<file path="config.mk">
export PLATFORM = sky130hd
export DESIGN_NAME = tt_add_arbiter_flat
export DESIGN_NICKNAME = d
export VERILOG_FILES = /design/src/rtl/tt_add_arb_pkg.sv /design/src/rtl/tt_add_arbiter_if.sv /design/src/rtl/tt_rr_pick.sv /design/src/rtl/tt_add_arbiter.sv /design/src/flat_wrapper.sv
export SDC_FILE = /design/constraint.sdc
export NUM_CORES = 1
export LEC_CHECK = 0
export CAP_MARGIN = 20
export CORE_AREA = 2 2 69 71
export DETAILED_ROUTE_END_ITERATION = 10
export DIE_AREA = 0 0 71 73
export PLACE_DENSITY_LB_ADDON = 0.1
export SLEW_MARGIN = 20
export SYNTH_ARGS = -nofsm -noshare
export SYNTH_HDL_FRONTEND = slang
export SYNTH_SLANG_ARGS = --single-unit
</file>
<file path="constraint.sdc">
create_clock -name clk -period 2.8 [get_ports clk]
set_input_delay 0.56 -clock clk [delete_from_list [all_inputs] [get_ports clk]]
set_output_delay 0.56 -clock clk [all_outputs]
set_load 0.05 [all_outputs]
</file>
<file path="src/rtl/tt_add_arb_pkg.sv">
// Shared types and constants for the round-robin shared-adder arbiter.
package tt_add_arb_pkg;

    typedef enum logic {
        ST_EMPTY = 1'b0,
        ST_FULL  = 1'b1
    } arb_state_e;

    localparam int ARB_NREQ_MIN = 2;
    localparam int ARB_NREQ_MAX = 8;

endpackage

</file>
<file path="src/rtl/tt_add_arbiter_if.sv">
// Requester and response handshake bundle for tt_add_arbiter.
interface tt_add_arbiter_if #(
    parameter int NREQ = 4,
    parameter int W    = 8
) ();
    localparam int IDW = $clog2(NREQ);

    logic [NREQ-1:0]        req_valid;
    logic [NREQ-1:0]        req_ready;
    logic [NREQ-1:0][W-1:0] req_a;
    logic [NREQ-1:0][W-1:0] req_b;
    logic                   rsp_valid;
    logic                   rsp_ready;
    logic [W-1:0]           rsp_data;
    logic                   rsp_carry;
    logic [IDW-1:0]         rsp_id;

    // The requesters plus the response consumer form the master side.
    modport master (
        output req_valid, req_a, req_b, rsp_ready,
        input  req_ready, rsp_valid, rsp_data, rsp_carry, rsp_id
    );

    modport slave (
        input  req_valid, req_a, req_b, rsp_ready,
        output req_ready, rsp_valid, rsp_data, rsp_carry, rsp_id
    );
endinterface

</file>
<file path="src/rtl/tt_rr_pick.sv">
// Combinational round-robin picker: first asserted request after last_i, wrapping.
module tt_rr_pick #(
    parameter  int NREQ = 4,
    localparam int IDW  = $clog2(NREQ)
) (
    input  logic [NREQ-1:0] req_i,
    input  logic [IDW-1:0]  last_i,
    output logic [NREQ-1:0] grant_o,
    output logic [IDW-1:0]  idx_o,
    output logic            any_o
);

    always_comb begin
        int cand;
        cand    = 0;
        idx_o   = '0;
        any_o   = 1'b0;
        // Offset NREQ wraps back to last_i itself, so it is checked last.
        for (int k = 1; k <= NREQ; k++) begin
            cand = (int'(last_i) + k) % NREQ;
            if (!any_o && req_i[IDW'(cand)]) begin
                any_o = 1'b1;
                idx_o = IDW'(cand);
            end
        end
        grant_o = any_o ? (NREQ'(1) << idx_o) : '0;
    end

endmodule

</file>
<file path="src/rtl/tt_add_arbiter.sv">
// Round-robin arbiter sharing one W-bit adder among NREQ requesters.
// Define TT_ADD_ARB_SATURATE_EN to saturate rsp_data on overflow instead of wrapping.
module tt_add_arbiter
    import tt_add_arb_pkg::*;
#(
    parameter  int NREQ = 4,
    parameter  int W    = 8,
    localparam int IDW  = $clog2(NREQ)
) (
    input logic             clk,
    input logic             rst,
    tt_add_arbiter_if.slave bus
);

    arb_state_e     state_q;
    logic [IDW-1:0] last_q;
    logic [W-1:0]   rsp_data_q;
    logic           rsp_carry_q;
    logic [IDW-1:0] rsp_id_q;

    logic [NREQ-1:0] grant;
    logic [IDW-1:0]  grant_idx;
    logic            grant_any;
    logic            can_accept;
    logic            accept;
    logic [W:0]      sum;
    logic [W-1:0]    rsp_data_d;

    tt_rr_pick #(.NREQ(NREQ)) u_pick (
        .req_i   (bus.req_valid),
        .last_i  (last_q),
        .grant_o (grant),
        .idx_o   (grant_idx),
        .any_o   (grant_any)
    );

    // A held result being taken this cycle frees the register for a refill.
    assign can_accept    = (state_q == ST_EMPTY) || bus.rsp_ready;
    assign accept        = can_accept && grant_any;
    assign bus.req_ready = accept ? grant : '0;

    assign sum = {1'b0, bus.req_a[grant_idx]} + {1'b0, bus.req_b[grant_idx]};

`ifdef TT_ADD_ARB_SATURATE_EN
    assign rsp_data_d = sum[W] ? '1 : sum[W-1:0];
`else
    assign rsp_data_d = sum[W-1:0];
`endif

    always_ff @(posedge clk or posedge rst) begin
        if (rst) begin
            state_q     <= ST_EMPTY;
            last_q      <= IDW'(NREQ - 1);
            rsp_data_q  <= '0;
            rsp_carry_q <= 1'b0;
            rsp_id_q    <= '0;
        end else if (accept) begin
            state_q     <= ST_FULL;
            last_q      <= grant_idx;
            rsp_data_q  <= rsp_data_d;
            rsp_carry_q <= sum[W];
            rsp_id_q    <= grant_idx;
        end else if (state_q == ST_FULL && bus.rsp_ready) begin
            state_q     <= ST_EMPTY;
        end
    end

    assign bus.rsp_valid = (state_q == ST_FULL);
    assign bus.rsp_data  = rsp_data_q;
    assign bus.rsp_carry = rsp_carry_q;
    assign bus.rsp_id    = rsp_id_q;

endmodule

</file>
<file path="src/flat_wrapper.sv">
// flat-port wrapper written by rule: the top's interface ports become plain ports
module tt_add_arbiter_flat import tt_add_arb_pkg::*;
#(
    parameter  int NREQ = 4,
    parameter  int W    = 8,
    localparam int IDW  = $clog2(NREQ)
)
  (clk, rst, bus_req_valid, bus_req_a, bus_req_b, bus_rsp_ready, bus_req_ready, bus_rsp_valid, bus_rsp_data, bus_rsp_carry, bus_rsp_id);
  tt_add_arbiter_if #(.NREQ(NREQ), .W(W)) bus_i ();
  input logic clk;
  input logic rst;
  input wire logic [$bits(bus_i.req_valid)-1:0] bus_req_valid;
  input wire logic [$bits(bus_i.req_a)-1:0] bus_req_a;
  input wire logic [$bits(bus_i.req_b)-1:0] bus_req_b;
  input wire logic [$bits(bus_i.rsp_ready)-1:0] bus_rsp_ready;
  output wire logic [$bits(bus_i.req_ready)-1:0] bus_req_ready;
  output wire logic [$bits(bus_i.rsp_valid)-1:0] bus_rsp_valid;
  output wire logic [$bits(bus_i.rsp_data)-1:0] bus_rsp_data;
  output wire logic [$bits(bus_i.rsp_carry)-1:0] bus_rsp_carry;
  output wire logic [$bits(bus_i.rsp_id)-1:0] bus_rsp_id;
  assign bus_i.req_valid = bus_req_valid;
  assign bus_i.req_a = bus_req_a;
  assign bus_i.req_b = bus_req_b;
  assign bus_i.rsp_ready = bus_rsp_ready;
  assign bus_req_ready = bus_i.req_ready;
  assign bus_rsp_valid = bus_i.rsp_valid;
  assign bus_rsp_data = bus_i.rsp_data;
  assign bus_rsp_carry = bus_i.rsp_carry;
  assign bus_rsp_id = bus_i.rsp_id;
  tt_add_arbiter #(.NREQ(NREQ), .W(W)) u_core (.clk(clk), .rst(rst), .bus(bus_i));
endmodule
</file>
==> reports/qor.csv, run 1 <==
metric,value,unit
status,"complete, but fails checks",
violated checks,setup timing,
"Slowest-stage cell, CP",dfstp_2,
critical path's top delay family,compound AO/OA/AOI/OAI gates,
DIE WIDTH,71,um
Clock Latency Late Sink,0.24,ns
clock root buffer master,clkbuf_8,
TNS Setup,-0.238,ns
IR Drop Worst-Case VDD,471,uV
DRT iter0 DRCs,42,
Fillers,429,
CP arrival,3.03,ns
crit path time final,2.90,ns
Num CTS Buffers,3,
RR Startpoint,u_core.last_q[0]$_DFFE_PP1P_,
HPWL after detailed placement,3610,um
"Slew Viols, Final",0,
worst min path class,reg -> reg,
CP startpoint,u_core.last_q[0]$_DFFE_PP1P_,
H-tree levels,1,
Routability Congestion,0.801,
"FF+latch count, synth",14,
Slew @ Worst Pin,0.526,ns
Area Growth Syn to Fin,89.2,%
Max-Cap Viols,0,
clock sink count,14,
crit start category,flop,
CTS tree,done,
nets,363,
Crit path top cell by count,mux2i_1,
pin count of the biggest net entering global routing,18,
Max stage delay on crit path,0.52,ns
Die ar.,5180,um^2
Core Region,4540,um^2
I/O pin cnt,87,
Max Buffers Root-to-Sink,2,
Critical Path Fanout Max,7,
Cell Rows,25,
Post-Syn Area per Cell,8.98,um^2
most frequent cells in the layout,"78 x clkdlybuf4s50_1, 45 x mux2i_1, 30 x buf_4, 19 x nand2_1, 13 x nor2_1",
Cell Pwr Density,744,nW/um^2
crit path kind,reg -> reg,
Gate Count Post-Synth,166,
Critical Path RT,2.93,ns
PortBufs,86,
ratio of cells with drive above 1 in the final layout,25.2,%
met2 usage,29.9,%
Initial Utilization,32.9,%
Vert. Die Dim,73,um
vias in the first global route,1624,
First-pass DRT Iterations,4,
Mapped Area,1490,um^2
synth unique cells,33,
fmax,344,MHz
n_diodes,0,
Yosys top cell by area,mux2i_1,
# hold bufs at CTS,0,
"Cell Chain, Critical Path",and2b_1 -> o21ai_2 -> o311ai_4 -> buf_6 -> buf_4 -> buf_12 -> mux2i_1 -> mux2i_1 -> ha_1 -> o21a_1 -> o31ai_4 -> a21oi_2 -> nor3_2 -> o31ai_1,
Finished Cell Area,2820,um^2
DP Area,2670,um^2
Yosys top cell area share,32.2,%
Total Wirelength,4400,um
"Setup violations, final",4,
skew final,0.00141,ns
Final Hold Vio Count,0,
initial antenna violation count,0,
LEAKAGE,0.00130,uW
grt ovf,0,
period utilization,104,%
sequential area share after synthesis,23.7,%
Setup WS post-layout,-0.104,ns
worst path bufs/invs,3,
max_slew headroom,64.9,%
RSZ-0062 raised after global routing,true,
yosys warns,0,
GR peak layer,met2,
via count,1600,
CTS clock-pin slew for the worst setup and hold paths,0.05,ns
DRC,0,
met1 usage,22.7,%
Final ANT Viol Nets,0,
"Net Count, Synth",246,
global-route wire length before repair,7250,um
Area contributors post-synth,"mux2i_1 32%, dfrtp_1 20%, ha_1 6.7%",
Worst setup EP type,flop,
critical hold path startpoint,u_core.bus.rsp_data[0]$_DFFE_PP0P_,
vias per cell,4.76,
"commonest non-fill, non-tap cell in the layout",clkdlybuf4s50_1,
DR WL/cell,13.1,um
grt met3 use,3.18,%
Tot GR Track Use,17.2,%
registers in the layout, indices dropped and copies added (netlist names):
register	flops
u_core.bus.rsp_carry	1
u_core.bus.rsp_data	8
u_core.bus.rsp_valid	1
u_core.bus.rsp_id	2
u_core.last_q	2
stage by stage:
step | cells | total power [uW] | setup WS, ns | hold slack (ns) | utilization (%)
final | 336 | 2100 | -0.104 | 0.481 | 62.2
after global routing | 336 | 2250 | -0.319 | 0.515 | 62.2
after detailed placement | 329 | 1810 | -0.851 | 0.472 | 58.8
after floorplan | 166 | 1220 | 0.0151 | 0.448 | -
after global placement | 329 | 1800 | -0.862 | 0.465 | 58.8
after CTS | 337 | 2090 | -0.102 | 0.485 | 61.7
worst register-to-register path, stage by stage (launching register included):
cell	delay, ns
dfstp_2	0.52
and2b_1	0.19
o21ai_2	0.19
o311ai_4	0.16
buf_6	0.17
buf_4	0.14
buf_12	0.13
mux2i_1	0.16
mux2i_1	0.10
ha_1	0.34
o21a_1	0.21
o31ai_4	0.08
a21oi_2	0.10
nor3_2	0.21
o31ai_1	0.08
layout make-up:
type | instances | area [um^2] | area share (%)
inverter | 6 | 22.5 | 0.799
clock buffer | 4 | 45.0 | 1.60
sequential | 14 | 353 | 12.5
tap | 54 | 67.6 | 2.40
multi-input combinational | 138 | 1150 | 40.7
timing repair buffer | 120 | 1180 | 42.0
report_power, final:
part | internal, uW | total, uW | switching, uW
clock network | 101 | 168 | 67.3
logic | 780 | 1600 | 821
registers | 285 | 329 | 44.4
total | 1170 | 2100 | 932
Yosys cell counts (all sizes together):
cell type,instances
xnor2,1
inv,6
buf,8
nand3,1
a211oi,2
and3,1
dfstp,2
o22ai,1
and2b,1
dfrtp,12
a21o,4
xor2,2
o311ai,1
o211ai,1
o21ai,12
nor3,2
o21a,1
nor4,1
fa,1
ha,8
or2,1
nand2b,2
mux2,2
nor2b,3
nand2,19
mux2i,48
o31ai,2
a21oi,6
nor2,15
final timing paths:
| check | endpoint | slack [ns] | cells after the start |
|---|---|---|---|
| setup / recovery | u_core.bus.rsp_data[6]$_DFFE_PP0P_ | -0.10 | 14 |
| hold / removal | u_core.bus.rsp_data[0]$_DFFE_PP0P_ | 0.48 | 2 |
| setup reg to reg | u_core.bus.rsp_data[6]$_DFFE_PP0P_ | -0.10 | 14 |
| hold reg to reg | u_core.bus.rsp_data[0]$_DFFE_PP0P_ | 0.48 | 2 |
| max in group asynchronous | u_core.last_q[0]$_DFFE_PP1P_ | 1.79 | 2 |
| min in group asynchronous | u_core.bus.rsp_data[1]$_DFFE_PP0P_ | 0.65 | 2 |
layer usage:
| metal | vias to the layer above | wire, um | part of all wire, % |
|---|---|---|---|
| met2 | 48 | 2230 | 51 |
| met4 | 0 | 25 | 0.57 |
| met1 | 725 | 1890 | 43 |
| met5 | - | 0 | 0 |
| met3 | 4 | 253 | 5.8 |
| li1 | 823 | - | - |
cells by family after synthesis:
kind of cell	after synthesis	synth area share, %
multiplexers	50	33.8
AND/OR/NAND/NOR	46	13.4
AO/OA/AOI/OAI	30	12.1
buffers and inverters	14	7.22
flip-flops	14	23.7
adder cells (fa/ha/maj)	9	8.06
XOR/XNOR	3	1.76
what timing repair did:
action	4_1_cts	5_1_grt
resized for setup	27	12
cloned	0	0
setup endpoints to repair	12	9
pin swaps	8	18
buffers inserted	4	1
(Power assumes the default switching activity.)
==> run 2: changes to the inputs <==
--- a/config.mk
+++ b/config.mk
@@ -6,9 +6,9 @@
 export NUM_CORES = 1
 export LEC_CHECK = 0
 export CAP_MARGIN = 20
-export CORE_AREA = 2 2 69 71
+export CORE_AREA = 4 4 71 73
 export DETAILED_ROUTE_END_ITERATION = 10
-export DIE_AREA = 0 0 71 73
+export DIE_AREA = 0 0 75 77
 export PLACE_DENSITY_LB_ADDON = 0.1
 export SLEW_MARGIN = 20
 export SYNTH_ARGS = -nofsm -noshare
==> reports/qor.csv, run 2 (synthesized netlist as in run 1, its figures left out) <==
metric,value,unit
FF+latch area,353,um^2
"Setup violations, final",5,
IR Drop Worst-Case VDD,424,uV
HPWL after detailed placement,3820,um
clock sink count,14,
First-pass DRT Iterations,4,
switching share of power,43.5,%
Tot GR Track Use,15.6,%
DRT iter0 DRCs,19,
Die ar.,5780,um^2
crit path time final,2.95,ns
Multi-input gate area,1170,um^2
ratio of cells with drive above 1 in the final layout,26.6,%
Comb power frac,75.9,%
violated checks,setup timing,
TNS Setup,-0.336,ns
grt ovf,0,
Setup WS post-layout,-0.153,ns
WHS Endpoint,u_core.bus.rsp_data[2]$_DFFE_PP0P_,
Final ANT Viol Nets,0,
Initial Utilization,34.2,%
Num CTS Buffers,3,
I/O pin cnt,87,
n_diodes,0,
"Cell Chain, Critical Path",clkdlybuf4s15_1 -> and2b_1 -> o21ai_2 -> o311ai_4 -> buf_12 -> buf_12 -> mux2i_4 -> mux2_2 -> fa_2 -> nor2b_4 -> o31ai_4 -> a21oi_2 -> nor3_2 -> o31ai_1,
DIE WIDTH,75,um
skew final,0.00248,ns
worst path bufs/invs,3,
RSZ-0062 raised after global routing,true,
Critical Path Fanout Max,6,
crit start category,primary input,
Vert. Die Dim,77,um
Cell Pwr Density,749,nW/um^2
worst r2r path cells,13,
Clock Latency Late Sink,0.24,ns
period utilization,105,%
DRC,0,
Max Buffers Root-to-Sink,2,
fmax,339,MHz
clock root buffer master,clkbuf_8,
DR WL/cell,13.9,um
max_slew headroom,63.5,%
"commonest non-fill, non-tap cell in the layout",clkdlybuf4s50_1,
via count,1601,
crit path kind,in -> reg,
pin count of the biggest net entering global routing,18,
Fillers,346,
Clk pwr share,8.9,%
CTS tree,done,
status,"complete, but fails checks",
cell internal pwr,1250,uW
Largest register FFs,8,
r2r endpoint,u_core.bus.rsp_data[6]$_DFFE_PP0P_,
fin util,67.6,%
flop-to-flop setup slack,-0.15,ns
Cell Rows,24,
Slew @ Worst Pin,0.546,ns
# hold bufs at CTS,0,
vias per cell,4.74,
CP arrival,3.11,ns
Critical Path RT,2.95,ns
initial antenna violation count,0,
Core Region,4350,um^2
nets,367,
global-route wire length before repair,7130,um
worst min path class,reg -> reg,
Final Hold Vio Count,0,
RR Startpoint,u_core.last_q[0]$_DFFE_PP1P_,
Total Wirelength,4700,um
"Slowest-stage cell, CP",fa_2,
"Slew Viols, Final",0,
Routability Congestion,0.849,
H-tree levels,1,
Area Growth Syn to Fin,97.6,%
Max stage delay on crit path,0.40,ns
Worst setup EP type,flop,
Switch Pwr,959,uW
LEAKAGE,0.00135,uW
Max-Cap Viols,0,
critical path's top delay family,compound AO/OA/AOI/OAI gates,
CTS clock-pin slew for the worst setup and hold paths,0.06,ns
critical hold path startpoint,u_core.bus.rsp_data[2]$_DFFE_PP0P_,
WHS Path Cells,2,
PortBufs,86,
Crit path top cell by count,buf_12,
vias in the first global route,1558,
most frequent cells in the layout,"78 x clkdlybuf4s50_1, 45 x mux2i_1, 28 x buf_4, 19 x nand2_1, 13 x nor2_1",
"worst slack, placed",-0.816,ns
Sequential Power Share,15.1,%
-- run 2: worst max-delay path by stage --
stage	start	to	slack, ns	cells after the start
floorplan	bus_req_valid[2]	u_core.bus.rsp_carry$_DFFE_PP0P_	0.02	15
global placement	bus_req_valid[3]	u_core.bus.rsp_carry$_DFFE_PP0P_	-0.76	15
detailed placement	bus_req_valid[3]	u_core.bus.rsp_carry$_DFFE_PP0P_	-0.82	15
CTS	u_core.last_q[0]$_DFFE_PP1P_	u_core.bus.rsp_data[6]$_DFFE_PP0P_	-0.17	14
global route	u_core.last_q[0]$_DFFE_PP1P_	u_core.bus.rsp_data[6]$_DFFE_PP0P_	-0.34	14
finish	bus_req_valid[3]	u_core.bus.rsp_data[6]$_DFFE_PP0P_	-0.15	14
-- run 2: worst min-delay path: stages (launching register included) --
cell and delay, ns:
dfrtp_1 0.34, nand2_1 0.04, o21ai_0 0.06
-- run 2: repair_timing --
action	4_1_cts	5_1_grt
gates resized for setup	32	18
buffers inserted	8	3
setup endpoints to repair	12	10
cloned	1	0
pin swaps	18	15
-- run 2: metrics by stage --
| step | power (uW) | cells | cell area, um^2 | hold slack, ns |
|---|---|---|---|---|
| 3_3_place_gp | 1760 | 323 | 2630 | 0.464 |
| 5_1_grt | 2360 | 338 | 2940 | 0.493 |
| 4_1_cts | 2140 | 336 | 2850 | 0.480 |
| 3_5_place_dp | 1770 | 323 | 2630 | 0.465 |
| 6_report | 2200 | 338 | 2940 | 0.478 |
| 2_1_floorplan | 1220 | 166 | 1500 | 0.448 |
-- run 2: routing by layer --
layer / share of wire, % / wire length (um) / track usage, %
met5: 0 / 0 / 0
met4: 1.3 / 59 / 3.20
met3: 6.5 / 305 / 2.35
met2: 51 / 2410 / 27.1
met1: 41 / 1930 / 20.0
-- run 2: cell type report --
| type | count | share of cell area (%) |
|---|---|---|
| multi-input combinational | 138 | 39.9 |
| sequential | 14 | 12.0 |
| tap | 52 | 2.21 |
| clock buffer | 4 | 1.87 |
| inverter | 6 | 0.765 |
| timing repair buffer | 124 | 43.3 |
-- run 2: power by group through the flow --
stage / Sequential [uW] / Combinational [uW] / Clock (uW)
floorplan: 574 / 642 / 0
global route: 344 / 1800 / 212
global placement: 335 / 1420 / 0
detailed placement: 335 / 1430 / 0
finish: 333 / 1670 / 197
CTS: 335 / 1610 / 201
